[src/rtl/led_step_ctrl.sv]
// led_step_ctrl -- control stage in front of the 8-bit LED rotator.
//
// This block takes four raw push-buttons and turns them into three things:
//   - a one-cycle `step` strobe at one of four rates,
//   - a direction level, and
//   - a run/pause status.
// The rotator moves one position for each `step` pulse, in place of
// rotating on every clock.
//
// Each button passes through these stages in order:
//   2-flop synchronizer -> counter-based debouncer -> registered press pulse.
// A raw 0->1 edge reaches the control registers exactly DB_CNT+3 edges later.
//
// Ports:
//   clk      in   system clock, all logic on rising edge
//   rst      in   synchronous active-high reset
//   btn_up   in   raw button, raise rate (saturates at 3)
//   btn_dn   in   raw button, lower rate (saturates at 0)
//   btn_dir  in   raw button, toggle direction
//   btn_run  in   raw button, toggle run/pause
//   step     out  registered one-cycle advance strobe
//   dir      out  0 = rotate right, 1 = rotate left
//   running  out  1 = RUN, 0 = PAUSE
//   rate     out  rate index 0..3; step period = BASE_DIV >> rate
module led_step_ctrl #(
  parameter int DB_CNT   = 500000,
  parameter int BASE_DIV = 25000000,
  parameter int CNT_W    = 25
) (
  input  logic       clk,
  input  logic       rst,
  input  logic       btn_up,
  input  logic       btn_dn,
  input  logic       btn_dir,
  input  logic       btn_run,
  output logic       step,
  output logic       dir,
  output logic       running,
  output logic [1:0] rate
);

  localparam int DB_W = $clog2(DB_CNT + 1);
  localparam logic [DB_W-1:0]  DB_LAST = DB_W'(DB_CNT - 1);
  localparam logic [CNT_W-1:0] BASE    = CNT_W'(BASE_DIV);

  // Bit order: 0 = up, 1 = dn, 2 = dir, 3 = run
  logic [3:0] btn_raw;
  logic [3:0] press;

  assign btn_raw = {btn_run, btn_dir, btn_dn, btn_up};

  generate
    for (genvar gi = 0; gi < 4; gi++) begin : g_btn
      logic            sync1_reg;
      logic            sync2_reg;
      logic            db_reg;
      logic            press_reg;
      logic [DB_W-1:0] db_cnt_reg;

      always_ff @(posedge clk) begin
        if (rst) begin
          sync1_reg  <= 1'b0;
          sync2_reg  <= 1'b0;
          db_reg     <= 1'b0;
          press_reg  <= 1'b0;
          db_cnt_reg <= '0;
        end else begin
          sync1_reg <= btn_raw[gi];
          sync2_reg <= sync1_reg;
          press_reg <= 1'b0;
          if (sync2_reg == db_reg) begin
            db_cnt_reg <= '0;
          end else if (db_cnt_reg == DB_LAST) begin
            // DB_CNT-th consecutive differing sample: accept the new level.
            // The press pulse is registered on this same edge, which keeps
            // the overall press latency at DB_CNT+3 edges.
            db_reg     <= sync2_reg;
            db_cnt_reg <= '0;
            press_reg  <= sync2_reg;
          end else begin
            db_cnt_reg <= db_cnt_reg + 1'b1;
          end
        end
      end

      assign press[gi] = press_reg;
    end
  endgenerate

  typedef enum logic {S_RUN = 1'b0, S_PAUSE = 1'b1} run_state_t;

  run_state_t       state_reg, state_next;
  logic [CNT_W-1:0] count_reg, count_next;
  logic [CNT_W-1:0] period;
  logic [1:0]       rate_reg, rate_next;
  logic             dir_reg, dir_next;
  logic             step_reg, step_next;

  always_comb begin
    period     = BASE >> rate_reg;
    rate_next  = rate_reg;
    dir_next   = dir_reg ^ press[2];
    state_next = state_reg;
    count_next = count_reg;
    step_next  = 1'b0;

    // Opposing presses in the same cycle cancel out.
    if (press[0] && !press[1] && rate_reg != 2'd3) begin
      rate_next = rate_reg + 2'd1;
    end else if (press[1] && !press[0] && rate_reg != 2'd0) begin
      rate_next = rate_reg - 2'd1;
    end

    if (press[3]) begin
      state_next = (state_reg == S_RUN) ? S_PAUSE : S_RUN;
    end

    // A real rate change restarts the period and suppresses any wrap this
    // cycle. The run state is judged on its current value, so a wrap that
    // coincides with a pause press still emits its step.
    if (rate_next != rate_reg) begin
      count_next = '0;
    end else if (state_reg == S_RUN) begin
      if (count_reg == period - CNT_W'(1)) begin
        count_next = '0;
        step_next  = 1'b1;
      end else begin
        count_next = count_reg + CNT_W'(1);
      end
    end
  end

  always_ff @(posedge clk) begin
    if (rst) begin
      state_reg <= S_RUN;
      count_reg <= '0;
      rate_reg  <= 2'd0;
      dir_reg   <= 1'b0;
      step_reg  <= 1'b0;
    end else begin
      state_reg <= state_next;
      count_reg <= count_next;
      rate_reg  <= rate_next;
      dir_reg   <= dir_next;
      step_reg  <= step_next;
    end
  end

  assign step    = step_reg;
  assign dir     = dir_reg;
  assign running = (state_reg == S_RUN);
  assign rate    = rate_reg;

endmodule

[config.mk]
export PLATFORM = sky130hd
export DESIGN_NAME = led_step_ctrl
export DESIGN_NICKNAME = d
export VERILOG_FILES = /design/src/rtl/led_step_ctrl.sv
export SDC_FILE = /design/constraint.sdc
export NUM_CORES = 1
export LEC_CHECK = 0
export ABC_AREA = 1
export CAP_MARGIN = 20
export CELL_PAD_IN_SITES_DETAIL_PLACEMENT = 0
export CELL_PAD_IN_SITES_GLOBAL_PLACEMENT = 2
export CORE_ASPECT_RATIO = 0.8
export CORE_MARGIN = 1
export CORE_UTILIZATION = 30
export CTS_CLUSTER_SIZE = 24
export DETAILED_ROUTE_END_ITERATION = 16
export GPL_ROUTABILITY_DRIVEN = 0
export GPL_TIMING_DRIVEN = 0
export PLACE_DENSITY = 0.78
export SYNTH_ARGS = -nofsm -noshare
export SYNTH_HDL_FRONTEND = slang
export SYNTH_SLANG_ARGS = --single-unit
[constraint.sdc]
create_clock -name clk -period 1.95 [get_ports clk]
set_clock_uncertainty 0.15 [all_clocks]
set_input_delay 0.4875 -clock clk [delete_from_list [all_inputs] [get_ports clk]]
set_output_delay 0.4875 -clock clk [all_outputs]
set_load 0.005 [all_outputs]
Word level (Yosys, flattened, before mapping)
Index checks and enable logic that the tools add are counted.
W data, S select, Z words.
Word-level totals
  register bits after elaboration: 122
  output and inout port bits: 5
  word-level logic and storage cells: 81
Operators by class
  add/sub/neg operators: 8
  equality and inequality tests: 11
  shift operators: 1
  mux-type cells: 5
  bitwise gates (word level): 10
  reduce and logical (&&, ||, !) cells: 21
Operators by type and width (number)
  $add A19 B1 Y19 const B: 4
  $eq A19 B19 Y1 const B: 4
  $reduce_or A3 Y1: 9
  $add A25 B1 Y25 const B: 1
  $eq A25 B25 Y1: 1
  $mux W25: 1
  $shr A25 B2 Y25 const A: 1
  $sub A25 B1 Y25 const B: 1
  $not A1 Y1: 9
  $reduce_and A2 Y1: 4
  $eq A1 B1 Y1: 4
  $logic_and A1 B1 Y1: 4
  $mux W2: 2
  $add A2 B1 Y2 const B: 1
  $logic_not A1 Y1: 2
  $mux W1: 2
  $ne A2 B2 Y1: 1
  $ne A2 B2 Y1 const B: 1
  $reduce_bool A2 Y1: 1
  $reduce_or A2 Y1: 1
  $sub A2 B1 Y2 const B: 1
  $xor A1 B1 Y1: 1

Logic depth before layout (Yosys ltp)
Gate-level depths: netlist of run 1.
  depth after elaboration: 7
  gate-level depth with buffers: 15
  mapped depth without buffers: 13

Worst setup path before layout of run 1
Ideal clock, no wire load.
  path type: reg2reg
  start point: register rate_reg[1] (netlist: rate[1])
  end point: register count_reg[14]
  arrival: 1747 ps
  data required time: 1672 ps
  slack: -75 ps
  stages on the path, launching flop included: 13
  buffers on the path: 2
  clock period less this slack: 2025 ps
  cells stage by stage: dfxtp_1 > inv_1 > ha_1 > buf_6 > nor2_4 > nand3_1 > nand2_1 > nand3_1 > nor2_2 > nand3_2 > buf_6 > nand2_1 > nor2_1
Between the ends
  cells in the longest elaborated chain, start to end: 6
  elaborated cells on any way between the ends: 14
  those cells by class: add/sub: 3; eq/ne: 3; shift: 1; mux: 3; reduce/logical: 4
Ends and longest elaborated chain
  start, declared: line 95  | logic [1:0] rate_reg, rate_next;
  start signal, assigned: line 143  | rate_reg <= rate_next;
  parallel branches: the longest is 6 deep, another holds $sub A25 B1 Y25
  end signal, assigned: line 142  | count_reg <= count_next;
  end, declared: line 93  | logic [CNT_W-1:0] count_reg, count_next;
Parallel ways; which one is timed is not known.
A chain may end at the register's enable or synchronous reset.

Worst setup path in the final report of run 1
  start point: register rate_reg[1] (netlist: rate[1])
  end point: register count_reg[23]
The elaborated chain is that of the path after synthesis.

==> results of run 1 <==
[layer usage]
metal  track usage [%]  wire (um)  up-vias
met5                 0          0        -
met4              4.69        142        0
met3              2.99        513       12
met2              20.0       6020       71
met1              22.1       8420     2425
li1                  -          -     3047
[cell families (layout without fill, tap and decap cells)]
group	count (synthesis)	count (layout)	synth area share, %
and+or+nand+nor	545	545	37.6
buffers and inverters	155	207	9.90
DFF	122	122	38.6
AOI/OAI and AO/OA	69	69	5.77
xor gates and xnor gates	42	42	5.81
adders and majority gates	12	12	2.37
[final cells by class]
| type | count | area (um2) |
|---|---|---|
| inverters | 142 | 556 |
| well taps | 269 | 337 |
| fillers | 2241 | 13000 |
| repair buffers | 24 | 253 |
| clock buffers | 21 | 460 |
| plain buffers | 12 | 105 |
| multi-input cells | 668 | 3460 |
| clock inverters | 8 | 121 |
| flip-flops and latches | 122 | 2460 |
[power by group through the flow]
stage	registers (mW)	clock network (mW)	logic [mW]
floorplan	2.57	0	0.0560
global placement	2.57	0	0.0869
detailed placement	2.57	0	0.0865
CTS	2.52	3.26	0.0883
global route	2.52	3.34	0.105
finish	2.52	3.15	0.0900
[worst register-to-register path, stage by stage, from the launching register on]
cell and delay, ps:
dfxtp_4 390, inv_8 100, ha_4 220, inv_1 70, nand2_1 90, nand2_1 50
nand2_1 50, nand2_1 60, inv_2 70, nand2_2 70, nor2_4 140, nand3_4 170
clkbuf_16 210, nand2_1 60, nor2_1 40
[what timing repair did]
item	in CTS	in global routing
gates resized for setup	33	53
buffers inserted	5	8
pin swaps	4	16
cloned	0	2
setup endpoints to repair	57	79
hold buffers	0	0
[worst max path at each step]
stage | startpoint | to | slack, ps
2_1_floorplan | rate[1] | count_reg[14] | 20
3_3_place_gp | rate[1] | count_reg[4] | -520
3_5_place_dp | rate[1] | count_reg[4] | -530
4_1_cts | rate[0] | count_reg[23] | -110
5_1_grt | rate[0] | count_reg[7] | -210
6_report | rate[1] | count_reg[23] | -100
[Yosys cell counts (all sizes together)]
cell type,number,area (um2)
nand2,227,860
nor2,187,759
inv,142,533
dfxtp,122,2440
nand3,45,245
nor3,39,206
a21oi,38,190
xor2,31,272
nand4,30,188
o21ai,23,119
ha,12,150
xnor2,11,96.3
buf,9,77.6
nand3b,6,45.0
nor3b,5,37.5
clkbuf,4,16.3
or2,4,25.0
a31oi,2,12.5
o21a,2,15.0
and3,1,6.26
nor4,1,6.26
o211ai,1,7.51
o21bai,1,7.51
o22ai,1,6.26
o31ai,1,7.51
[per-stage QoR]
step	setup TNS, ps	area (um2)	utilization [%]	hold WS (ps)
after floorplan	0	6330	-	238
after global placement	-13740	6760	32.7	242
after detailed placement	-12900	6760	32.7	249
after CTS	-2220	7470	36.1	148
after global routing	-4460	7750	37.4	165
final	-1570	7750	37.4	162
==> impl_metrics.py, run 1 <==
metrics = {
    "hold_path": {
        "whs_endpoint": "dir",
        "hold_class": "in2reg",
        "whs_path_depth": 2,
        "hold_start": "rst",
    },
    "power": {
        "fin_total_pwr_mw": 5.76,
        "pwr-share-clk_pct": 54.7,
        "swShare_pct": 20.3,
        "seqPwrFrac_pct": 43.7,
        "comb_power_share_pct": 1.6,
        "p_int_mw": 4.59,
        "p_leak_nw": 3.00,
        "pwr_density_cell_mw_per_mm2": 744,
        "p_switching_mw": 1.17,
        "peakVddDrop_mv": 0.514,
    },
    "final_layout": {
        "fin_nets": 1005,
        "n_antenna_cell": 0,
        "layout_common_cells": "nand2_1, nor2_1, inv_1",
        "final_cells": 1266,
        "area.growth.synth_to_final_pct": 22.4,
        "drive_gt1_share_pct": 13.3,
        "layout_commonest_cell": "nand2_1",
        "largest_register_ffs": 76,
    },
    "timing": {
        "layout_min_cycle_time_ps": 2050,
        "setup_violations": 22,
        "slew_headroom_pct": 68.8,
        "rsz0062_at_grt": "true",
        "setup_ws_ps": -97.5,
        "max_slew.worst_pin.slew_ps": 469,
        "hold_viol_final": 0,
        "finalCritPeriodShare_pct": 105,
        "fmaxAchievable_ghz": 0.488,
        "drv_slew": 0,
    },
    "setup_path": {
        "cp-end-kind": "register",
        "timing.rr.end": "count_reg[23]",
        "r2r.worst_path.cells": 14,
        "cp_slowest_cell": "dfxtp_4",
        "critPathArrivalTime_ps": 2190,
        "crit_top_cell": "nand2_1",
        "cp.required_ps": 2090,
        "path_buf_inv": 4,
        "crit_chain": "inv_8 > ha_4 > inv_1 > nand2_1 > nand2_1 > nand2_1 > nand2_1 > inv_2 > nand2_2 > nor2_4 > nand3_4 > clkbuf_16 > nand2_1 > nor2_1",
        "max_stage_delay_ps": 390,
        "cp.depth": 14,
        "cp_max_fo": 7,
        "startpoint_type": "register",
        "r2r_start": "rate[1]",
        "worst-setup-path-type": "reg2reg",
        "ff2ff_setup_slack_ps": -100,
        "path_delay_family": "simple AND/OR/NAND/NOR gates",
    },
    "clock_network": {
        "htree_levels": 4,
        "clockBufferDepth": 2,
        "root_buffer": "clkbuf_16",
        "clock_latency_ps": 410,
        "cts_inserted_buffers": 17,
        "clkTransAtPathRegs_ps": 50,
        "cts_sinks": 122,
        "cts_tree": "done",
    },
    "global_route": {
        "grt_antenna_before_repair": 1,
        "grt-ovfl-total": 0,
        "grt_max_degree": 17,
        "grt_pass1_wl_mm": 25.1,
        "grt_usage_pct": 14.5,
        "grt_pass1_vias": 5075,
    },
    "job": {
        "maxCapViolCount": 0,
    },
    "die": {
        "core_mm2": 0.0207,
        "io_pins": 11,
        "die_y_um": 132,
        "die_w_um": 164,
        "rows": 47,
        "start_util_pct": 30.6,
        "die-area_mm2": 0.0217,
    },
    "detailed_routing": {
        "totalWireLength_mm": 15.1,
        "first_pass_iters": 5,
        "drcViolationCount": 0,
        "via_count": 5555,
        "ant_nets": 0,
        "wl_per_cell_um": 11.9,
        "vias_per_cell": 4.39,
        "drt_iter0_drc": 290,
    },
    "status": {
        "violations": "setup timing",
        "status": "finished, violations left",
    },
    "logic_synthesis": {
        "yosysWarnings": 0,
        "ys_types": 36,
        "synth.avg_cell_area_um2": 6.70,
        "synthCells": 945,
        "synth_area_mm2": 0.00633,
        "ys_ff_latch": 122,
        "yosysSeqAreaShare_pct": 38.6,
        "synth_fp_nets": 963,
    },
    "place": {
        "io_buffers": 9,
        "dp_worst_setup_slack_ps": -525,
        "dp_hpwl_mm": 11.1,
        "dp_cells": 1223,
    },
}
Power figures use the tool's default switching activity.
==> run 2, diff against run 1 <==
--- a/config.mk
+++ b/config.mk
@@ -11,12 +11,12 @@
 export CELL_PAD_IN_SITES_GLOBAL_PLACEMENT = 2
 export CORE_ASPECT_RATIO = 0.8
 export CORE_MARGIN = 1
-export CORE_UTILIZATION = 30
+export CORE_UTILIZATION = 32
 export CTS_CLUSTER_SIZE = 24
 export DETAILED_ROUTE_END_ITERATION = 16
 export GPL_ROUTABILITY_DRIVEN = 0
 export GPL_TIMING_DRIVEN = 0
-export PLACE_DENSITY = 0.78
+export PLACE_DENSITY = 0.82
 export SYNTH_ARGS = -nofsm -noshare
 export SYNTH_HDL_FRONTEND = slang
 export SYNTH_SLANG_ARGS = --single-unit
==> run 2 against run 1 <==
  * The run still ends with setup timing left
  * Largest cell class unchanged
  * Routed wire length grew 0.92%
  * Worst setup slack worse by 130 ps
  * Sequential share of layout area shrank 0.40 points
  * Global-route usage is 1.3 points higher
  * Core utilization up 3.4 points
  * Combinational power decreased by 6.0%
  * Clock power rose by 6%
  * Register-to-register slack lost 130 ps
  * Critical path type unchanged
  * Sequential cell count did not move
  * First-iteration DRC count decreased by 4.1%
  * Via count grew 1.1%
  * Final cell count decreased by 0.55%
==> impl_metrics.py, run 2 (synthesized netlist as in run 1, its figures left out) <==
metrics = {
    "setup_path": {
        "r2r_start": "rate[1]",
        "cp_slowest_cell": "dfxtp_4",
        "max_stage_delay_ps": 390,
        "r2r.worst_path.cells": 11,
        "path_buf_inv": 2,
        "worst-setup-path-type": "reg2reg",
        "critPathArrivalTime_ps": 2330,
        "cp-end-kind": "register",
        "ff2ff_setup_slack_ps": -230,
        "timing.rr.end": "count_reg[18]",
        "crit_chain": "clkinvlp_4 > ha_4 > nor2_4 > nand3_2 > nand2_2 > nand3_2 > nor2_4 > nand3_4 > clkbuf_16 > nand2_1 > nor2_1",
        "startpoint": "rate[1]",
        "startpoint_type": "register",
        "cp_max_fo": 7,
        "path_delay_family": "simple AND/OR/NAND/NOR gates",
        "cp.required_ps": 2100,
    },
    "final_layout": {
        "layout_common_cells": "nand2_1, nor2_1, inv_1",
        "fin_nets": 1006,
        "layout_commonest_cell": "nand2_1",
        "n_antenna_cell": 0,
        "area.growth.synth_to_final_pct": 23.7,
        "fin_area_mm2": 0.00783,
        "largest_register_ffs": 76,
        "final_cells": 1259,
        "nFillCells": 2018,
        "drive_gt1_share_pct": 15.3,
    },
    "detailed_routing": {
        "first_pass_iters": 4,
        "wl_per_cell_um": 12.1,
        "vias_per_cell": 4.46,
        "totalWireLength_mm": 15.2,
        "via_count": 5617,
        "drcViolationCount": 0,
        "drt_iter0_drc": 278,
        "ant_nets": 0,
    },
    "place": {
        "place_area_mm2": 0.00675,
        "dp_cells": 1212,
        "dp_hpwl_mm": 10.8,
        "io_buffers": 9,
    },
    "global_route": {
        "grt_antenna_before_repair": 0,
        "grt-ovfl-total": 0,
        "grt_pass1_vias": 5190,
        "grt_max_degree": 17,
        "grt_pass1_wl_mm": 25.5,
        "grt_usage_pct": 15.8,
    },
    "clock_network": {
        "cts_sinks": 122,
        "clockBufferDepth": 2,
        "root_buffer": "clkbuf_16",
        "htree_levels": 4,
        "clkTransAtPathRegs_ps": 60,
        "cts_tree": "done",
        "cts_hold_buf": 0,
        "clock_latency_ps": 420,
        "cts_inserted_buffers": 17,
    },
    "timing": {
        "holdWs_ps": 146,
        "finalCritPeriodShare_pct": 112,
        "slew_headroom_pct": 71.0,
        "hold_viol_final": 0,
        "layout_min_cycle_time_ps": 2180,
        "rsz0062_at_grt": "true",
        "setup_violations": 24,
        "fmaxAchievable_ghz": 0.459,
        "max_slew.worst_pin.slew_ps": 435,
        "drv_slew": 0,
        "setup_ws_ps": -227,
    },
    "hold_path": {
        "whs_path_depth": 2,
        "hold_start": "rst",
        "whs_endpoint": "dir",
        "hold_class": "in2reg",
    },
    "power": {
        "p_leak_nw": 3.05,
        "peakVddDrop_mv": 0.472,
        "fin_total_pwr_mw": 5.95,
        "pwr_density_cell_mw_per_mm2": 759,
    },
    "status": {
        "status": "finished, violations left",
        "violations": "setup timing",
    },
    "die": {
        "rows": 45,
        "io_pins": 11,
        "die_w_um": 159,
        "core_mm2": 0.0192,
        "start_util_pct": 33.0,
        "die-area_mm2": 0.0204,
        "die_y_um": 128,
    },
    "job": {
        "maxCapViolCount": 0,
    },
}
run 2: changes by cell type in the layout (fill, tap and decap cells not counted), moves of 3 or more:
cell        delta
ha_4           -3
nand2_2        +9
dfxtp_2        -3
dfxtp_1        +3
nand2_4        +9
nor2_2         -3
inv_4          +3
nand2_1       -18
clkinvlp_4     +4
run 2: area by class of cell:
cell class	count	area [um2]	area share [%]
Multi-Input combinational cell	668	3530	45.1
Sequential cell	122	2450	31.3
Inverter	142	552	7.04
Clock buffer	22	484	6.18
Tap cell	258	323	4.12
Timing Repair Buffer	26	258	3.29
Clock inverter	10	139	1.77
Buffer	11	95.1	1.21
run 2: metal layers:
layer  track usage [%]  vias up  part of all wire [%]
li1                  -     3063                     -
met1              23.1     2477                    56
met2              22.5       63                    40
met3              3.66       14                   2.8
met4              5.15        0                   1.2
met5                 0        -                     0
run 2: repair_timing:
action,CTS,global route
endpoints found under the hold margin,0,0
resized for setup,45,58
setup buffers,12,3
pin swaps,12,15
setup endpoints to repair,51,86
cloned,1,1
run 2: worst max path at each step:
| stage | endpoint | slack, ps | depth (start not counted) |
|---|---|---|---|
| 3_5_place_dp | count_reg[10] | -430 | 8 |
| 5_1_grt | count_reg[18] | -330 | 11 |
| 2_1_floorplan | count_reg[14] | 20 | 12 |
| 4_1_cts | count_reg[12] | -170 | 10 |
| 3_3_place_gp | count_reg[6] | -470 | 12 |
| 6_report | count_reg[18] | -230 | 11 |
run 2: power breakdown:
part	switching [mW]	internal, mW	leakage (nW)
logic	0.0532	0.0314	1.77
clock network	1.20	2.15	0.295
registers	0.0110	2.51	0.987
total	1.26	4.68	3.05
run 2: metrics by stage:
step	util (%)	setup WS, ps	setup TNS, ps
floorplan	-	19.6	0
global placement	35.1	-472	-12950
detailed placement	35.1	-429	-11350
CTS	39.6	-173	-3740
global route	40.8	-329	-7470
finish	40.8	-227	-4730
==> run 3, diff against run 2 <==
--- a/config.mk
+++ b/config.mk
@@ -17,6 +17,7 @@
 export GPL_ROUTABILITY_DRIVEN = 0
 export GPL_TIMING_DRIVEN = 0
 export PLACE_DENSITY = 0.82
+export SLEW_MARGIN = 20
 export SYNTH_ARGS = -nofsm -noshare
 export SYNTH_HDL_FRONTEND = slang
 export SYNTH_SLANG_ARGS = --single-unit
==> results of run 3 <==
No change in the layout: final DEF, timing and power equal those of run 2.
==> patch 1 (settings of run 2) <==
`DB_CNT`: 500000 -> 1000000.
--- a/src/rtl/led_step_ctrl.sv
+++ b/src/rtl/led_step_ctrl.sv
@@ -24,5 +24,5 @@
 //   rate     out  rate index 0..3; step period = BASE_DIV >> rate
 module led_step_ctrl #(
-  parameter int DB_CNT   = 500000,
+  parameter int DB_CNT   = 1000000,
   parameter int BASE_DIV = 25000000,
   parameter int CNT_W    = 25
Function: same outputs for any inputs over 10 cycles, from zero or initial values and one cycle with rst high; that may be too few to reach the edited logic, so the function may still have changed.
==> patch 1 against run 2 <==
- the run still ends with setup timing left
- sequential power increased by 3%
- final area increased by 1.3%
- highest routed layer unchanged
- largest cell class unchanged
- die area increased by 1.9%
- total power increased by 0.42%
- first-iteration DRC count increased by 27%
- worst setup slack improved by 47 ps
- sequential share of layout area increased by 0.59 points
- global-route usage decreased by 0.33 points
- sequential cell count increased by 4
- via count decreased by 0.50%
- worst hold slack improved by 110 ps
- routed wire length decreased by 1.9%
- largest power group unchanged
- area after synthesis increased by 1.9%
==> patch 1: results (changes against run 2) <==
| Metric | Value |
|---|---|
| Layout Cells excl Fill | 1252 (-0.56%) |
| Syn nets | 940 (-2.4%) |
| Synth top area cells | dfxtp_1, nand2_1, nor2_1, inv_1, xor2_1 |
| Hpwl dp | 10700 um (-0.54%) |
| Met1 usage | 23.1% (+0.056 points) |
| Drt pass-1 iters | 5 (+1) |
| Worst Path Max Fanout | 10 (+3) |
| Setup ws final | -179 ps (+47.4 ps) |
| 1st-iter DRT viols | 353 (+27%) |
| Crit path DAT | 2270 ps (-60 ps) |
| Cells after DPL | 1195 (-1.4%) |
| Fin Setup TNS | -3770 ps (+959 ps) |
| R2R depth | 13 (+2) |
| Avg Inst Size Synth | 7.01 um2 (+4.6%) |
| Vias in the first global route | 5032 (-3.0%) |
| First-pass GRT wire length | 25300 um (-0.89%) |
| Peak VDD IR | 0.000390 V (-17%) |
| Share of layout cells above drive strength 1 | 15.5% (+0.20 points) |
| Lkg Pwr | 3.03 nW (-0.58%) |
| Routed wire length | 15000 um (-1.9%) |
| Register-to-register setup slack | -180 ps (+50 ps) |
| Worst min path class | reg2reg |
| Violated checks | setup timing |
| Maximum buffer depth of the clock tree | 2 (unchanged) |
| Vias | 5589 (-0.50%) |
| Final setup viols | 26 (+8.3%) |
| Most common library cells after synthesis | nand2_1, nor2_1, dfxtp_1 |
| Buffer count from post-CTS setup fixing | 11 (-1) |
| Number of flip-flops in the largest register | 80 (+5.3%) |
| Library cells used by synthesis | 40 (+11%) |
| Met2 usage | 21.2% (-1.3 points) |
| Grt met3 use | 4.03% (+0.38 points) |
| Post-CTS Resized | 32 (-29%) |
| All-Layer GR Usage | 15.5% (-0.33 points) |
| Outcome | finished, violations left |
| # fillers | 2071 (+2.6%) |
| Seq/Total Area, Yosys | 39.1% (+0.51 points) |
| Min Hold Slack | 251 ps (+106 ps) |
| Final net count | 994 (-1.2%) |
| Port buffer count | 10 (+1) |
patch 1: cell types whose count changed after synthesis, moves of 3 or more:
cell,delta
nand3_1,+3
nor3b_1,+4
o21ai_0,-12
nand3b_1,-4
a21oi_1,-8
nand2_1,-19
nor4_1,+5
xnor2_1,+9
nor2_1,-11
nand2_2,+14
dfxtp_1,+4
inv_1,-18
patch 1: path summary, 6_finish.rpt:
kind / start / to
setup / recovery: rate[1]$_SDFF_PP0_ / count_reg[24]$_SDFFE_PP0N_
hold / removal: g_btn[1].sync1_reg$_SDFF_PP0_ / g_btn[1].sync2_reg$_SDFF_PP0_
setup reg to reg: rate[1]$_SDFF_PP0_ / count_reg[24]$_SDFFE_PP0N_
hold reg to reg: g_btn[1].sync1_reg$_SDFF_PP0_ / g_btn[1].sync2_reg$_SDFF_PP0_
patch 1: metal layers:
metal  wire length, um  vias to the layer above
li1                  -                     3018
met1              8330                     2503
met2              6010                       58
met3               498                       10
met4               116                        0
met5                 0                        -
patch 1: layout make-up:
type,instances,area share (%)
Timing Repair Buffer,35,3.74
Multi-Input combinational cell,655,44.5
Clock inverter,11,1.62
Clock buffer,21,6.19
Sequential cell,126,31.9
Inverter,127,6.26
Tap cell,264,4.16
Buffer,13,1.61
patch 1: per-stage QoR:
step	setup slack [ps]	utilization [%]	cell area [um2]
finish	-179	40.1	7940
global route	-327	40.1	7940
CTS	-166	39.1	7730
detailed placement	-551	35.0	6930
global placement	-600	35.0	6930
floorplan	-5.50	-	6500
patch 1: cells by family after synthesis:
kind of cell	after synthesis	synth area share, %
compound gates	50	4.23
fa+ha+maj	13	2.52
simple gates	540	38.2
buf+inv	140	8.96
xor+xnor	52	7.06
flops	126	39.1
patch 1: where the power goes:
part,internal (mW),switching (mW)
Sequential,2.59,0.00960
Clock,2.07,1.20
Combinational,0.0406,0.0592
==> patch 2 (settings of run 2) <==
Without the edit above. Register the output `rate` once more, cleared by the reset; this adds one clock of latency there. The other outputs are not delayed to match.
--- a/src/rtl/led_step_ctrl.sv
+++ b/src/rtl/led_step_ctrl.sv
@@ -150,5 +150,11 @@
   assign dir     = dir_reg;
   assign running = (state_reg == S_RUN);
-  assign rate    = rate_reg;
+  always_ff @(posedge clk) begin
+    if (rst) begin
+      rate <= '0;
+    end else begin
+      rate <= rate_reg;
+    end
+  end
 
 endmodule
Check against the original RTL: no difference found for any inputs over 10 cycles, from zero or initial values and one cycle with rst high; that may be too few to reach the edited logic, so the function may still have changed.
==> patch 2 against run 2 <==
- the run still ends with setup timing left
- first-iteration DRC count decreased by 1.8%
- worst hold slack improved by 100 ps
- final area increased by 0.65%
- die area decreased by 0.18%
- area after synthesis decreased by 0.18%
- routed wire length decreased by 2.0%
- sequential cell count increased by 2
- worst setup slack improved by 150 ps
- total power increased by 0.51%
- highest routed layer unchanged
==> patch 2: results (changes against run 2) <==
| Metric | Value |
|---|---|
| Vias | 5519 (-1.7%) |
| First-pass GRT wire length | 24800 um (-2.9%) |
| Nonclk buf count | 42 (+14%) |
| Worst Path Max Fanout | 6 (-1) |
| Final setup viols | 23 (-4.2%) |
| Sw Ratio | 21.3% (+0.029 points) |
| Area after DPL | 6750 um2 (unchanged) |
| Final net count | 1005 (-0.099%) |
| Avg Inst Size Synth | 6.74 um2 (+0.57%) |
| Initial antenna violation count | 0 (unchanged) |
| Syn nets | 956 (-0.73%) |
| # clk buffers | 20 (-9.1%) |
| Multi-input gate count | 659 (-1.3%) |
| Seq/total area | 31.7% (+0.35 points) |
| Violated checks | setup timing |
| Met2 usage | 22.6% (+0.052 points) |
| Vias per cell | 4.39 (-1.7%) |
| Met1 usage | 22.0% (-1.1 points) |
| Lkg Pwr | 3.13 nW (+2.7%) |
| Clock power frac | 55.7% (-0.5 points) |
| Vias in the first global route | 5014 (-3.4%) |
| Most common library cells after synthesis | nand2_1, nor2_1, inv_1 |
| Grt met3 use | 4.40% (+0.74 points) |
| Post-Synth Adder-Cell Area | 2.38% (+0.0042 points) |
| Fin Setup TNS | -1070 ps (+3660 ps) |
| Flop pwr share | 42.8% (+0.5 points) |
| Met1 WL | 8200 um (-3.4%) |
| WL met3 | 578 um (+34%) |
| Number of flip-flops in the largest register | 76 (unchanged) |
| Library cells used by synthesis | 34 (-5.6%) |
| Port buffer count | 10 (+1) |
| Setup ws final | -77.0 ps (+150 ps) |
| 1st-iter DRT viols | 273 (-1.8%) |
| WL met2 | 6070 um (-1.1%) |
| Crit path DAT | 2180 ps (-150 ps) |
| Xor/xnor share of the synthesized area | 5.82% (+0.010 points) |
| Multi-input gate share of total cell area | 44.3% (-0.77 points) |
| Worst path bufs/invs | 3 (+1) |
| Outcome | finished, violations left |
| Compound-Gate Fraction of Synth Area | 4.69% (-1.1 points) |
| Slew headroom | 67.0% (-4.1 points) |
| Clock-cell share | 7.94% (-0.020 points) |
| Clock network power | 3.33 mW (about the same) |
| Non-clock inverters | 143 (+0.70%) |
| Routed wire length | 14900 um (-2.0%) |
| Peak VDD IR | 0.000416 V (-12%) |
| All-Layer GR Usage | 15.4% (-0.37 points) |
| H-Tree Depth | 4 (unchanged) |
| Share of layout cells above drive strength 1 | 16.6% (+1.3 points) |
| Post-place setup slack | -640 ps (-211 ps) |
==> patch 2: changes by cell type after synthesis, sizes merged, moves of 3 or more <==
cell,run 2,this run
or2,4,10
nor2,187,172
nand3,45,54
nand2,227,238
nor3,39,35
o21ai,23,16
nand4,30,27
==> patch 2: repair_timing <==
action,in CTS,in global routing
gates cloned,1,1
pin swaps,12,15
hold buffers,0,0
endpoints found under the setup margin,42,72
gates resized for setup,57,48
setup buffers,12,6
==> patch 2: final timing paths <==
check                                     start                            end  slack (ps)  cells after the start
hold reg to reg   g_btn[1].sync1_reg$_SDFF_PP0_  g_btn[1].sync2_reg$_SDFF_PP0_         250                      2
setup / recovery         rate_reg[1]$_SDFF_PP0_     count_reg[12]$_SDFFE_PP0N_         -80                     13
setup reg to reg         rate_reg[1]$_SDFF_PP0_     count_reg[12]$_SDFFE_PP0N_         -80                     13
hold / removal    g_btn[1].sync1_reg$_SDFF_PP0_  g_btn[1].sync2_reg$_SDFF_PP0_         250                      2
